`config.mk`:
```
export PLATFORM = sky130hd
export DESIGN_NAME = spi_slave_sys_flat
export DESIGN_NICKNAME = d
export VERILOG_FILES = /design/src/rtl/spi_pkg.sv /design/src/rtl/spi_slave_sys_if.sv /design/src/rtl/spi_sync_edge.sv /design/src/rtl/spi_slave_sys.sv /design/src/flat_wrapper.sv
export SDC_FILE = /design/constraint.sdc
export NUM_CORES = 1
export LEC_CHECK = 0
export ABC_AREA = 0
export CORE_MARGIN = 3
export CORE_UTILIZATION = 45
export DETAILED_ROUTE_END_ITERATION = 8
export GPL_TIMING_DRIVEN = 0
export MAX_ROUTING_LAYER = met4
export PLACE_DENSITY = 0.78
export SKIP_LAST_GASP = 1
export SYNTH_ARGS = -nofsm -noshare
export SYNTH_HDL_FRONTEND = slang
export SYNTH_SLANG_ARGS = --single-unit
```
`constraint.sdc`:
```
create_clock -name clk -period 3.8 [get_ports clk]
set_input_delay 0.95 -clock clk [delete_from_list [all_inputs] [get_ports clk]]
set_output_delay 0.95 -clock clk [all_outputs]
set_load 0.01 [all_outputs]
```
`src/rtl/spi_pkg.sv`:
```
// Shared definitions for the SPI slave: FSM state encoding and default frame width.
// Ports: none (package).
// Imported by the interface and the top level so all agree on widths and states.
package spi_pkg;

    localparam int DATA_W_DEFAULT = 16;

    typedef enum logic [1:0] {
        ST_IDLE  = 2'd0,
        ST_SHIFT = 2'd1,
        ST_DONE  = 2'd2
    } spi_state_t;

endpackage

```
`src/rtl/spi_slave_sys_if.sv`:
```
// Host-side bundle of the SPI slave: tx holding-register handshake, rx frame output, status.
// Ports: slave modport is the block's view (drives rx/status, consumes tx_data/tx_valid);
//        master modport is the host's view.
interface spi_slave_sys_if
    import spi_pkg::*;
#(
    parameter int DATA_W = DATA_W_DEFAULT
);
    localparam int CNT_W = $clog2(DATA_W) + 1;

    logic [DATA_W-1:0] tx_data;
    logic              tx_valid;
    logic              tx_ready;
    logic [DATA_W-1:0] rx_data;
    logic              rx_valid;
    logic              tx_underrun;
    logic              frame_err;
    logic              busy;
    logic [CNT_W-1:0]  bit_count;

    modport slave (
        input  tx_data, tx_valid,
        output tx_ready, rx_data, rx_valid, tx_underrun, frame_err, busy, bit_count
    );

    modport master (
        output tx_data, tx_valid,
        input  tx_ready, rx_data, rx_valid, tx_underrun, frame_err, busy, bit_count
    );

endinterface

```
`src/rtl/spi_sync_edge.sv`:
```
// Multi-flop synchronizer for one asynchronous pin followed by an edge-detect flop.
// Ports: clk/reset, din (async pin) -> level (synchronized), rise/fall (one-cycle pulses).
// IDLE_VAL is the pin's idle level, loaded on reset so no spurious edge follows reset release.
module spi_sync_edge #(
    parameter int   STAGES   = 2,
    parameter logic IDLE_VAL = 1'b0
) (
    input  logic clk,
    input  logic reset,
    input  logic din,
    output logic level,
    output logic rise,
    output logic fall
);

    logic [STAGES-1:0] sync_q;
    logic              prev_q;

    always_ff @(posedge clk or negedge reset) begin
        if (!reset) begin
            sync_q <= {STAGES{IDLE_VAL}};
            prev_q <= IDLE_VAL;
        end else begin
            sync_q[0] <= din;
            for (int i = 1; i < STAGES; i++) begin
                sync_q[i] <= sync_q[i-1];
            end
            prev_q <= sync_q[STAGES-1];
        end
    end

    assign level = sync_q[STAGES-1];
    assign rise  = level & ~prev_q;
    assign fall  = ~level & prev_q;

endmodule

```
`src/rtl/spi_slave_sys.sv`:
```
// SPI mode-0 slave oversampled by clk: one DATA_W-bit frame per chip-select window, MSB first.
// Ports: clk, reset (async active-low), SPI pins spi_sclk/spi_cs_l/spi_mosi/spi_miso,
//        host bundle (tx holding register handshake, rx_data/rx_valid, error pulses, busy, bit_count).
module spi_slave_sys
    import spi_pkg::*;
#(
    parameter int DATA_W      = DATA_W_DEFAULT,
    parameter int SYNC_STAGES = 2
) (
    input  logic             clk,
    input  logic             reset,
    input  logic             spi_sclk,
    input  logic             spi_cs_l,
    input  logic             spi_mosi,
    output logic             spi_miso,
    spi_slave_sys_if.slave   host
);

    localparam int               CNT_W    = $clog2(DATA_W) + 1;
    localparam logic [CNT_W-1:0] LAST_BIT = CNT_W'(DATA_W - 1);

    spi_state_t state_q, state_d;

    logic sclk_level_unused;   // only sclk edges drive the protocol
    logic sclk_rise, sclk_fall;
    logic cs_level, cs_rise, cs_fall;
    logic [SYNC_STAGES-1:0] mosi_sync_q;
    logic mosi_s;

    logic [DATA_W-1:0] hold_q;
    logic              hold_full_q;
    logic [DATA_W-1:0] tx_shift_q;
    logic [DATA_W-2:0] rx_shift_q;    // final bit is appended straight into rx_data
    logic [DATA_W-1:0] rx_data_q;
    logic [CNT_W-1:0]  bit_cnt_q;
    logic              rx_valid_q, underrun_q, frame_err_q;

    logic start, sample, complete, shift_out, abort;

    spi_sync_edge #(.STAGES(SYNC_STAGES), .IDLE_VAL(1'b0)) u_sclk_sync (
        .clk   (clk),
        .reset (reset),
        .din   (spi_sclk),
        .level (sclk_level_unused),
        .rise  (sclk_rise),
        .fall  (sclk_fall)
    );

    spi_sync_edge #(.STAGES(SYNC_STAGES), .IDLE_VAL(1'b1)) u_cs_sync (
        .clk   (clk),
        .reset (reset),
        .din   (spi_cs_l),
        .level (cs_level),
        .rise  (cs_rise),
        .fall  (cs_fall)
    );

    // MOSI needs only the level; same depth keeps it aligned with the sclk edge pulses.
    always_ff @(posedge clk or negedge reset) begin
        if (!reset) begin
            mosi_sync_q <= '0;
        end else begin
            mosi_sync_q[0] <= spi_mosi;
            for (int i = 1; i < SYNC_STAGES; i++) begin
                mosi_sync_q[i] <= mosi_sync_q[i-1];
            end
        end
    end
    assign mosi_s = mosi_sync_q[SYNC_STAGES-1];

    always_ff @(posedge clk or negedge reset) begin
        if (!reset) state_q <= ST_IDLE;
        else        state_q <= state_d;
    end

    always_comb begin
        state_d   = state_q;
        start     = 1'b0;
        abort     = 1'b0;
        // cs_level is high only on the release cycle inside a frame; release wins over sclk.
        sample    = (state_q == ST_SHIFT) && sclk_rise && !cs_level;
        complete  = sample && (bit_cnt_q == LAST_BIT);
        shift_out = (state_q == ST_SHIFT) && sclk_fall && !cs_level &&
                    (bit_cnt_q != '0) && (bit_cnt_q < CNT_W'(DATA_W));
        case (state_q)
            ST_IDLE: begin
                if (cs_fall) begin
                    state_d = ST_SHIFT;
                    start   = 1'b1;
                end
            end
            ST_SHIFT: begin
                if (cs_rise) begin
                    state_d = ST_IDLE;
                    abort   = 1'b1;
                end else if (complete) begin
                    state_d = ST_DONE;
                end
            end
            ST_DONE: begin
                if (cs_rise) state_d = ST_IDLE;
            end
            default: state_d = ST_IDLE;
        endcase
    end

    always_ff @(posedge clk or negedge reset) begin
        if (!reset) begin
            hold_q      <= '0;
            hold_full_q <= 1'b0;
            tx_shift_q  <= '0;
            rx_shift_q  <= '0;
            rx_data_q   <= '0;
            bit_cnt_q   <= '0;
            rx_valid_q  <= 1'b0;
            underrun_q  <= 1'b0;
            frame_err_q <= 1'b0;
        end else begin
            rx_valid_q  <= 1'b0;
            underrun_q  <= 1'b0;
            frame_err_q <= 1'b0;

            // The frame takes the holding content from before this edge; a write landing on
            // the start cycle is kept for the following frame.
            if (host.tx_valid && !hold_full_q) begin
                hold_q      <= host.tx_data;
                hold_full_q <= 1'b1;
            end else if (start) begin
                hold_full_q <= 1'b0;
            end

            if (start) begin
                tx_shift_q <= hold_full_q ? hold_q : '0;
                underrun_q <= !hold_full_q;
                bit_cnt_q  <= '0;
                rx_shift_q <= '0;
            end

            if (sample) begin
                rx_shift_q <= {rx_shift_q[DATA_W-3:0], mosi_s};
                bit_cnt_q  <= bit_cnt_q + CNT_W'(1);
            end

            if (complete) begin
                rx_data_q  <= {rx_shift_q, mosi_s};
                rx_valid_q <= 1'b1;
            end

            if (shift_out) tx_shift_q <= {tx_shift_q[DATA_W-2:0], 1'b0};

            if (abort) frame_err_q <= 1'b1;
        end
    end

    assign spi_miso         = (state_q != ST_IDLE) ? tx_shift_q[DATA_W-1] : 1'b0;
    assign host.tx_ready    = !hold_full_q;
    assign host.rx_data     = rx_data_q;
    assign host.rx_valid    = rx_valid_q;
    assign host.tx_underrun = underrun_q;
    assign host.frame_err   = frame_err_q;
    assign host.busy        = (state_q != ST_IDLE);
    assign host.bit_count   = bit_cnt_q;

endmodule

```
`src/flat_wrapper.sv`:
```
// flat-port wrapper written by rule: the top's interface ports become plain ports
module spi_slave_sys_flat import spi_pkg::*;
#(
    parameter int DATA_W      = DATA_W_DEFAULT,
    parameter int SYNC_STAGES = 2
)
  (clk, reset, spi_sclk, spi_cs_l, spi_mosi, spi_miso, host_tx_data, host_tx_valid, host_tx_ready, host_rx_data, host_rx_valid, host_tx_underrun, host_frame_err, host_busy, host_bit_count);
  spi_slave_sys_if #(.DATA_W(DATA_W)) host_i ();
  input  logic clk;
  input  logic reset;
  input  logic spi_sclk;
  input  logic spi_cs_l;
  input  logic spi_mosi;
  output logic spi_miso;
  input wire logic [$bits(host_i.tx_data)-1:0] host_tx_data;
  input wire logic [$bits(host_i.tx_valid)-1:0] host_tx_valid;
  output wire logic [$bits(host_i.tx_ready)-1:0] host_tx_ready;
  output wire logic [$bits(host_i.rx_data)-1:0] host_rx_data;
  output wire logic [$bits(host_i.rx_valid)-1:0] host_rx_valid;
  output wire logic [$bits(host_i.tx_underrun)-1:0] host_tx_underrun;
  output wire logic [$bits(host_i.frame_err)-1:0] host_frame_err;
  output wire logic [$bits(host_i.busy)-1:0] host_busy;
  output wire logic [$bits(host_i.bit_count)-1:0] host_bit_count;
  assign host_i.tx_data = host_tx_data;
  assign host_i.tx_valid = host_tx_valid;
  assign host_tx_ready = host_i.tx_ready;
  assign host_rx_data = host_i.rx_data;
  assign host_rx_valid = host_i.rx_valid;
  assign host_tx_underrun = host_i.tx_underrun;
  assign host_frame_err = host_i.frame_err;
  assign host_busy = host_i.busy;
  assign host_bit_count = host_i.bit_count;
  spi_slave_sys #(.DATA_W(DATA_W), .SYNC_STAGES(SYNC_STAGES)) u_core (.clk(clk), .reset(reset), .spi_sclk(spi_sclk), .spi_cs_l(spi_cs_l), .spi_mosi(spi_mosi), .spi_miso(spi_miso), .host(host_i));
endmodule
```
==> results of run 1 <==
[stage by stage]
step                total power [mW]  hold slack, ns  worst slack (ns)
floorplan                       1.47           0.331              1.75
global placement                1.61           0.335             -1.02
detailed placement              1.64           0.336              1.07
CTS                             2.28           0.354             0.681
global route                    2.40           0.357             0.552
finish                          2.26           0.352             0.700
[per-layer routing]
| metal | vias up | share of wire | wire (µm) |
|---|---|---|---|
| li1 | 1091 | - | - |
| met1 | 1148 | 0.45 | 2960 |
| met2 | 75 | 0.48 | 3120 |
| met3 | 11 | 0.052 | 336 |
| met4 | 0 | 0.015 | 95 |
| met5 | - | 0 | 0 |
[power by group through the flow]
stage	Clock [mW]	Combinational (mW)	Sequential (mW)
2_1_floorplan	0	0.347	1.13
3_3_place_gp	0	0.459	1.16
3_5_place_dp	0	0.483	1.16
4_1_cts	0.651	0.486	1.14
5_1_grt	0.695	0.536	1.17
6_report	0.635	0.480	1.14
[cell type report]
type / count / area share
tap: 99 / 0.0283
inverter: 14 / 0.0120
clock buffer: 14 / 0.0372
timing repair buffer: 49 / 0.116
clock inverter: 2 / 0.00801
sequential: 82 / 0.470
buffer: 18 / 0.0215
multi-input combinational: 166 / 0.307
[flip-flops by register name (all words and copies together), names as in the netlist]
| name | flops |
|---|---|
| u_core.rx_shift_q | 15 |
| u_core.u_sclk_sync.prev_q | 1 |
| u_core.u_cs_sync.prev_q | 1 |
| u_core.mosi_sync_q | 2 |
| u_core.host.rx_valid | 1 |
| u_core.host.rx_data | 16 |
| u_core.tx_shift_q | 16 |
| u_core.host.frame_err | 1 |
| u_core.u_cs_sync.sync_q | 2 |
| u_core.hold_full_q | 1 |
| u_core.hold_q | 16 |
| u_core.host.bit_count | 5 |
| u_core.u_sclk_sync.sync_q | 2 |
| u_core.state_q | 2 |
| u_core.host.tx_underrun | 1 |
[cell families (layout without fill, tap and decap cells)]
kind of cell             Yosys count  count (layout)
buffers and inverters             32              97
AND/OR/NAND/NOR                   70              70
multiplexers                      63              63
flip-flops                        82              82
AO/OA/AOI/OAI                     29              29
adder cells (fa/ha/maj)            3               3
XOR/XNOR                           1               1
[cells in the final DEF (no fill, tap or decap), types with 2 or more instances in the layout]
cell type	n
nand2_1	25
buf_6	2
mux2i_1	22
and2_1	8
buf_2	3
clkbuf_8	11
inv_1	14
nand3_1	18
clkdlybuf4s50_1	47
o21ai_0	3
a21oi_1	2
nand2b_1	4
nor2_1	3
dfrtp_1	79
clkbuf_1	14
nor2b_1	3
mux2_4	2
mux2_1	8
o211ai_1	18
mux2_2	31
buf_4	3
dfstp_2	3
ha_1	3
[worst max path at each step]
stage	cells past startpoint	to	startpoint
final	4	host_tx_ready	u_core.hold_full_q
after global routing	4	host_tx_ready	u_core.hold_full_q
after CTS	4	host_tx_ready	u_core.hold_full_q
after detailed placement	5	u_core.hold_q[10]	host_tx_valid
after global placement	1	u_core.hold_q[8]	reset
after floorplan	4	u_core.hold_q[10]	host_tx_valid
==> metrics.txt, run 1 <==
Peak supply drop=0.000314 V; GRT Total Usage=0.170; Reg2Reg Depth=4; worst slew pin tran=0.529 ns; Top delay family on crit path=buffers and inverters; row count=31; Setup Viol. Count Final=0; max-cap violation count=0; compound-cell area share of the yosys netlist=0.0642; WL per Instance=14.7 µm; drt total wl=6520 µm; Core Area=7450 µm²; placed cell count=428; reg2reg setup slack=1.88 ns; adder-cell share of the synthesized area=0.0106; clock group share of total power=0.281; f_max=0.323 GHz; total gr overflow=0; final worst-path cycle share=0.816; Layout Cells excl Fill=444; Req. time, crit path=2.85 ns; Sw Pwr=0.607 mW; Die Area=8980 µm²; RSZ-0062 raised after global routing=false; Post-Synth Simple-Gate Area=0.108; Post-Syn Instances=280; hpwl dp=4580 µm; XOR/XNOR share of the synthesized area=0.00247; port bufs=48; crit end category=output port; slowest CP cell=clkdlybuf4s50_1; Antenna Nets Post-Route=0; multiplexer share of the synthesized area=0.194; antenna violations before repair=0; Syn Area/Cell=12.7 µm²; Commonest cells post-synth=79 x dfrtp_1, 31 x mux2_2, 25 x nand2_1, 22 x mux2i_1; EDFF count, synth=0; clock tree buffer depth=2; Horiz. Die Dim=94.8 µm; WHS Endpoint=u_core.mosi_sync_q[1]; post-synthesis cell area=3550 µm²; ANT cells=0; Slew HR=0.646; via/cell ratio=5.24; gr busiest metal=met2; Final Hold Viols=0; Hold Path Class=reg -> reg; CP Max Fanout=10; CP Buf/Inv Count=4; Inserted Clock Buffers=9; predominant post-synthesis flop cell=dfrtp_1; CTS tree=done; fin nets=365; Setup CP Type=reg -> out; asr flop ratio synth=1.00; root buf cell=clkbuf_8; cell with the most instances after synthesis=dfrtp_1; P_int=1.65 mW; Syn. warnings=0; register area=2060 µm²; Hold-fix buffers, CTS=0; register bit total from synthesis=82; cell area after layout=4370 µm²; Worst Clk Skew=0.00729 ns; DR vias=2325; area of the multi-input gates=1350 µm²; post-cts sizing count=0; most area-hungry cell type in the Yosys netlist=dfrtp_1; CP most frequent cell=clkbuf_1; crit-path max cell delay=0.50 ns; GP Congestion=0.746; # IOs=49; Netlist cell types=37; min Tclk post-route=3.10 ns; Sum Neg Setup Slack=0 ns; GR Layer Usage met2=0.257; Comb pwr share=0.212; fraction of layout cells with a size suffix above 1=0.186; Starting Density=0.476; Post-CTS Setup Inserts=0; pwr dens=516 nW/µm²; H-tree depth=3; DRC Markers=0; post-synthesis sequential area ratio=0.580; clock transition at the registers of the reported paths=0.07 ns; status=finished clean; # clock sinks=82; GRT met3 Usage=0.0295; Area Growth Syn to Fin=23.3%; top post-synthesis cells by area=dfrtp_1 56%, mux2_2 9.8%, mux2i_1 6.2%; Core Util, Final=0.587; top cell type's share of synthesized area=0.557; worst skew pair latency=0.35 ns; drt pass-1 iters=4; CP Cell Sequence=clkbuf_1 > clkbuf_1 > inv_1 > clkdlybuf4s50_1; largest family of logic cells by synthesized area=multiplexers; first-pass GRT wire length=11400 µm; FF-to-FF Start=u_core.state_q[1]; sw frac=0.269; Sequential Power Share=0.507; CP startpoint kind=flip-flop; Fill cells=648; largest net degree at the start of global routing=50; Mapped Nets=305; Hold Path Origin=u_core.mosi_sync_q[0]; Leakage=2.05 nW; DRT iter0 DRCs=117; WHS Path Cells=0; Die Y=94.8 µm; placed instance area=4180 µm²; Max Slew Vio Count=0; met1 Resource Use GR=0.225; Critical Path AT=2.15 ns; vias in the first global route=2327; Worst R2R End=u_core.tx_shift_q[14]
(Power assumes the default switching activity.)
==> run 2, diff against run 1 <==
PLACE_DENSITY = 0.8   (was 0.78)
clock period = 2.5 ns   (was 3.8 ns; I/O delays follow)
==> run 2 against run 1 <==
  * Via count decreased by 2.0%
  * Core utilization barely moved
  * Non-clock buffer count fell by 1
  * First-iteration DRC count shrank 39%
==> metrics.txt, run 2 (synthesis results as in run 1) <==
Post-CTS Setup Inserts=0 (unchanged); most common cell after layout, fill and taps aside=dfrtp_1; clock tree buffer depth=2 (unchanged); worst slew pin tran=0.518 ns (-0.0116 ns); DR vias=2278 (-2.0%); CP Cell Sequence=buf_4 > or2_2 > and2_1 > clkdlybuf4s50_1; CP Max Fanout=10 (unchanged); f_max=0.413 GHz; most frequent cells in the layout=78 x dfrtp_1, 47 x clkdlybuf4s50_1, 31 x mux2_2; total gr overflow=0 (unchanged); H-tree depth=3 (unchanged); WL per Instance=14.6 µm (-0.80%); Setup Viol. Count Final=0 (unchanged); RSZ-0062 raised after global routing=false; Final Hold Viols=0 (unchanged); Area Growth Syn to Fin=23.2% (about the same); final worst-path cycle share=0.969; Inserted Clock Buffers=9 (unchanged); Critical Path AT=1.80 ns (-0.35 ns); Max Slew Vio Count=0 (unchanged); Starting Density=0.476 (unchanged); Worst Clk Skew=0.0102 ns (+0.00293 ns); DRC Markers=0 (unchanged); max-cap violation count=0 (unchanged); status=finished clean; pwr dens=777 nW/µm² (+51%); Sum Neg Setup Slack=0 ns (unchanged); ANT cells=0 (unchanged); worst skew pair latency=0.36 ns (about the same); Reg2Reg Depth=5 (+1); Slew HR=0.655 (+0.00819); Peak supply drop=0.000458 V (+46%); # clock sinks=82 (unchanged); root buf cell=clkbuf_8; pre-CTS setup slack=0.116 ns (-0.951 ns); Die Area=8980 µm² (unchanged); Worst R2R End=u_core.tx_shift_q[13]; post-layout worst setup margin=0.0776 ns (-0.622 ns); first-pass GRT wire length=11300 µm (-0.90%); drt pass-1 iters=4 (unchanged); Horiz. Die Dim=94.8 µm (unchanged); vias in the first global route=2331 (+0.17%); Leakage=2.05 nW (-0.20%); Setup CP Type=reg -> out; Req. time, crit path=1.88 ns (-0.97 ns); drt total wl=6450 µm (-1.0%); Hold-fix buffers, CTS=0 (unchanged); fraction of layout cells with a size suffix above 1=0.195 (+0.00926); min Tclk post-route=2.42 ns; clock transition at the registers of the reported paths=0.08 ns (about the same); Hold Path Class=in -> async; slowest CP cell=clkdlybuf4s50_1; Die Y=94.8 µm (unchanged); DRT iter0 DRCs=71 (-39%); hpwl dp=4610 µm (+0.63%); FF-to-FF Start=u_core.state_q[0]; via/cell ratio=5.14 (-1.8%); port bufs=48 (unchanged); CTS tree=done; crit-path max cell delay=0.47 ns (-0.03 ns); reg2reg setup slack=0.61 ns (-1.27 ns); row count=31 (unchanged); Antenna Nets Post-Route=0 (unchanged); crit end category=output port; Core Area=7450 µm² (unchanged); GRT Total Usage=0.169 (-0.000815); antenna violations before repair=0 (unchanged); CP Buf/Inv Count=2 (-2); Top delay family on crit path=buffers and inverters; CP startpoint kind=flip-flop; # IOs=49 (unchanged); largest net degree at the start of global routing=63 (+26%); fin nets=364 (-0.27%); GP Congestion=0.775 (+3.9%)
run 2: timing repair:
action	in CTS	in global routing
pin swaps	0	0
gates resized for setup	1	1
endpoints found under the setup margin	1	1
endpoints found under the hold margin	0	0
run 2: layout make-up:
| class | instances | area [µm²] |
|---|---|---|
| Timing Repair Buffer | 49 | 505 |
| Buffer | 17 | 91.3 |
| Inverter | 14 | 52.6 |
| Clock inverter | 4 | 51.3 |
| Sequential cell | 82 | 2060 |
| Tap cell | 99 | 124 |
| Clock buffer | 12 | 145 |
| Multi-Input combinational cell | 166 | 1350 |
| Fill cell | 622 | 3080 |
run 2: power by group:
group	internal, mW	switching [mW]	total (mW)
sequential	1.60	0.151	1.75
clock	0.489	0.458	0.947
combinational	0.395	0.307	0.702
run 2: how the worst max path moves through the flow:
stage / endpoint / slack [ns] / startpoint / cells past startpoint
after floorplan: u_core.host.rx_data[10] / 0.75 / u_core.host.bit_count[0] / 6
after global placement: u_core.hold_q[8] / -1.97 / reset / 1
after detailed placement: host_tx_ready / 0.12 / u_core.hold_full_q / 4
after CTS: host_tx_ready / 0.05 / u_core.hold_full_q / 3
after global routing: spi_miso / 0.009 / u_core.state_q[0] / 4
final: spi_miso / 0.08 / u_core.state_q[0] / 4
run 2: per-stage QoR:
step / cells / hold WS, ns / total power [mW] / area [µm²] / util
finish: 443 / 0.140 / 3.40 / 4370 / 0.587
global route: 443 / 0.156 / 3.61 / 4370 / 0.587
CTS: 443 / 0.138 / 3.44 / 4370 / 0.587
detailed placement: 428 / 0.335 / 2.50 / 4180 / 0.561
global placement: 427 / 0.334 / 2.45 / 4150 / 0.557
floorplan: 280 / 0.329 / 2.24 / 3550 / -
run 2: worst reg2reg max path: cells and delay by family (launching register included):
kind	cells	cell delay (ns)
multiplexers	1	0.30
AND/OR/NAND/NOR	1	0.48
AO/OA/AOI/OAI	1	0.30
flip-flops	1	0.32
buffers and inverters	2	0.38
run 2: routing by layer:
layer  wire (µm)  track usage  part of all wire
met2        3100        0.263              0.48
met5           0            -                 0
met3         289       0.0295             0.045
met4         135       0.0757             0.021
met1        2930        0.216              0.45
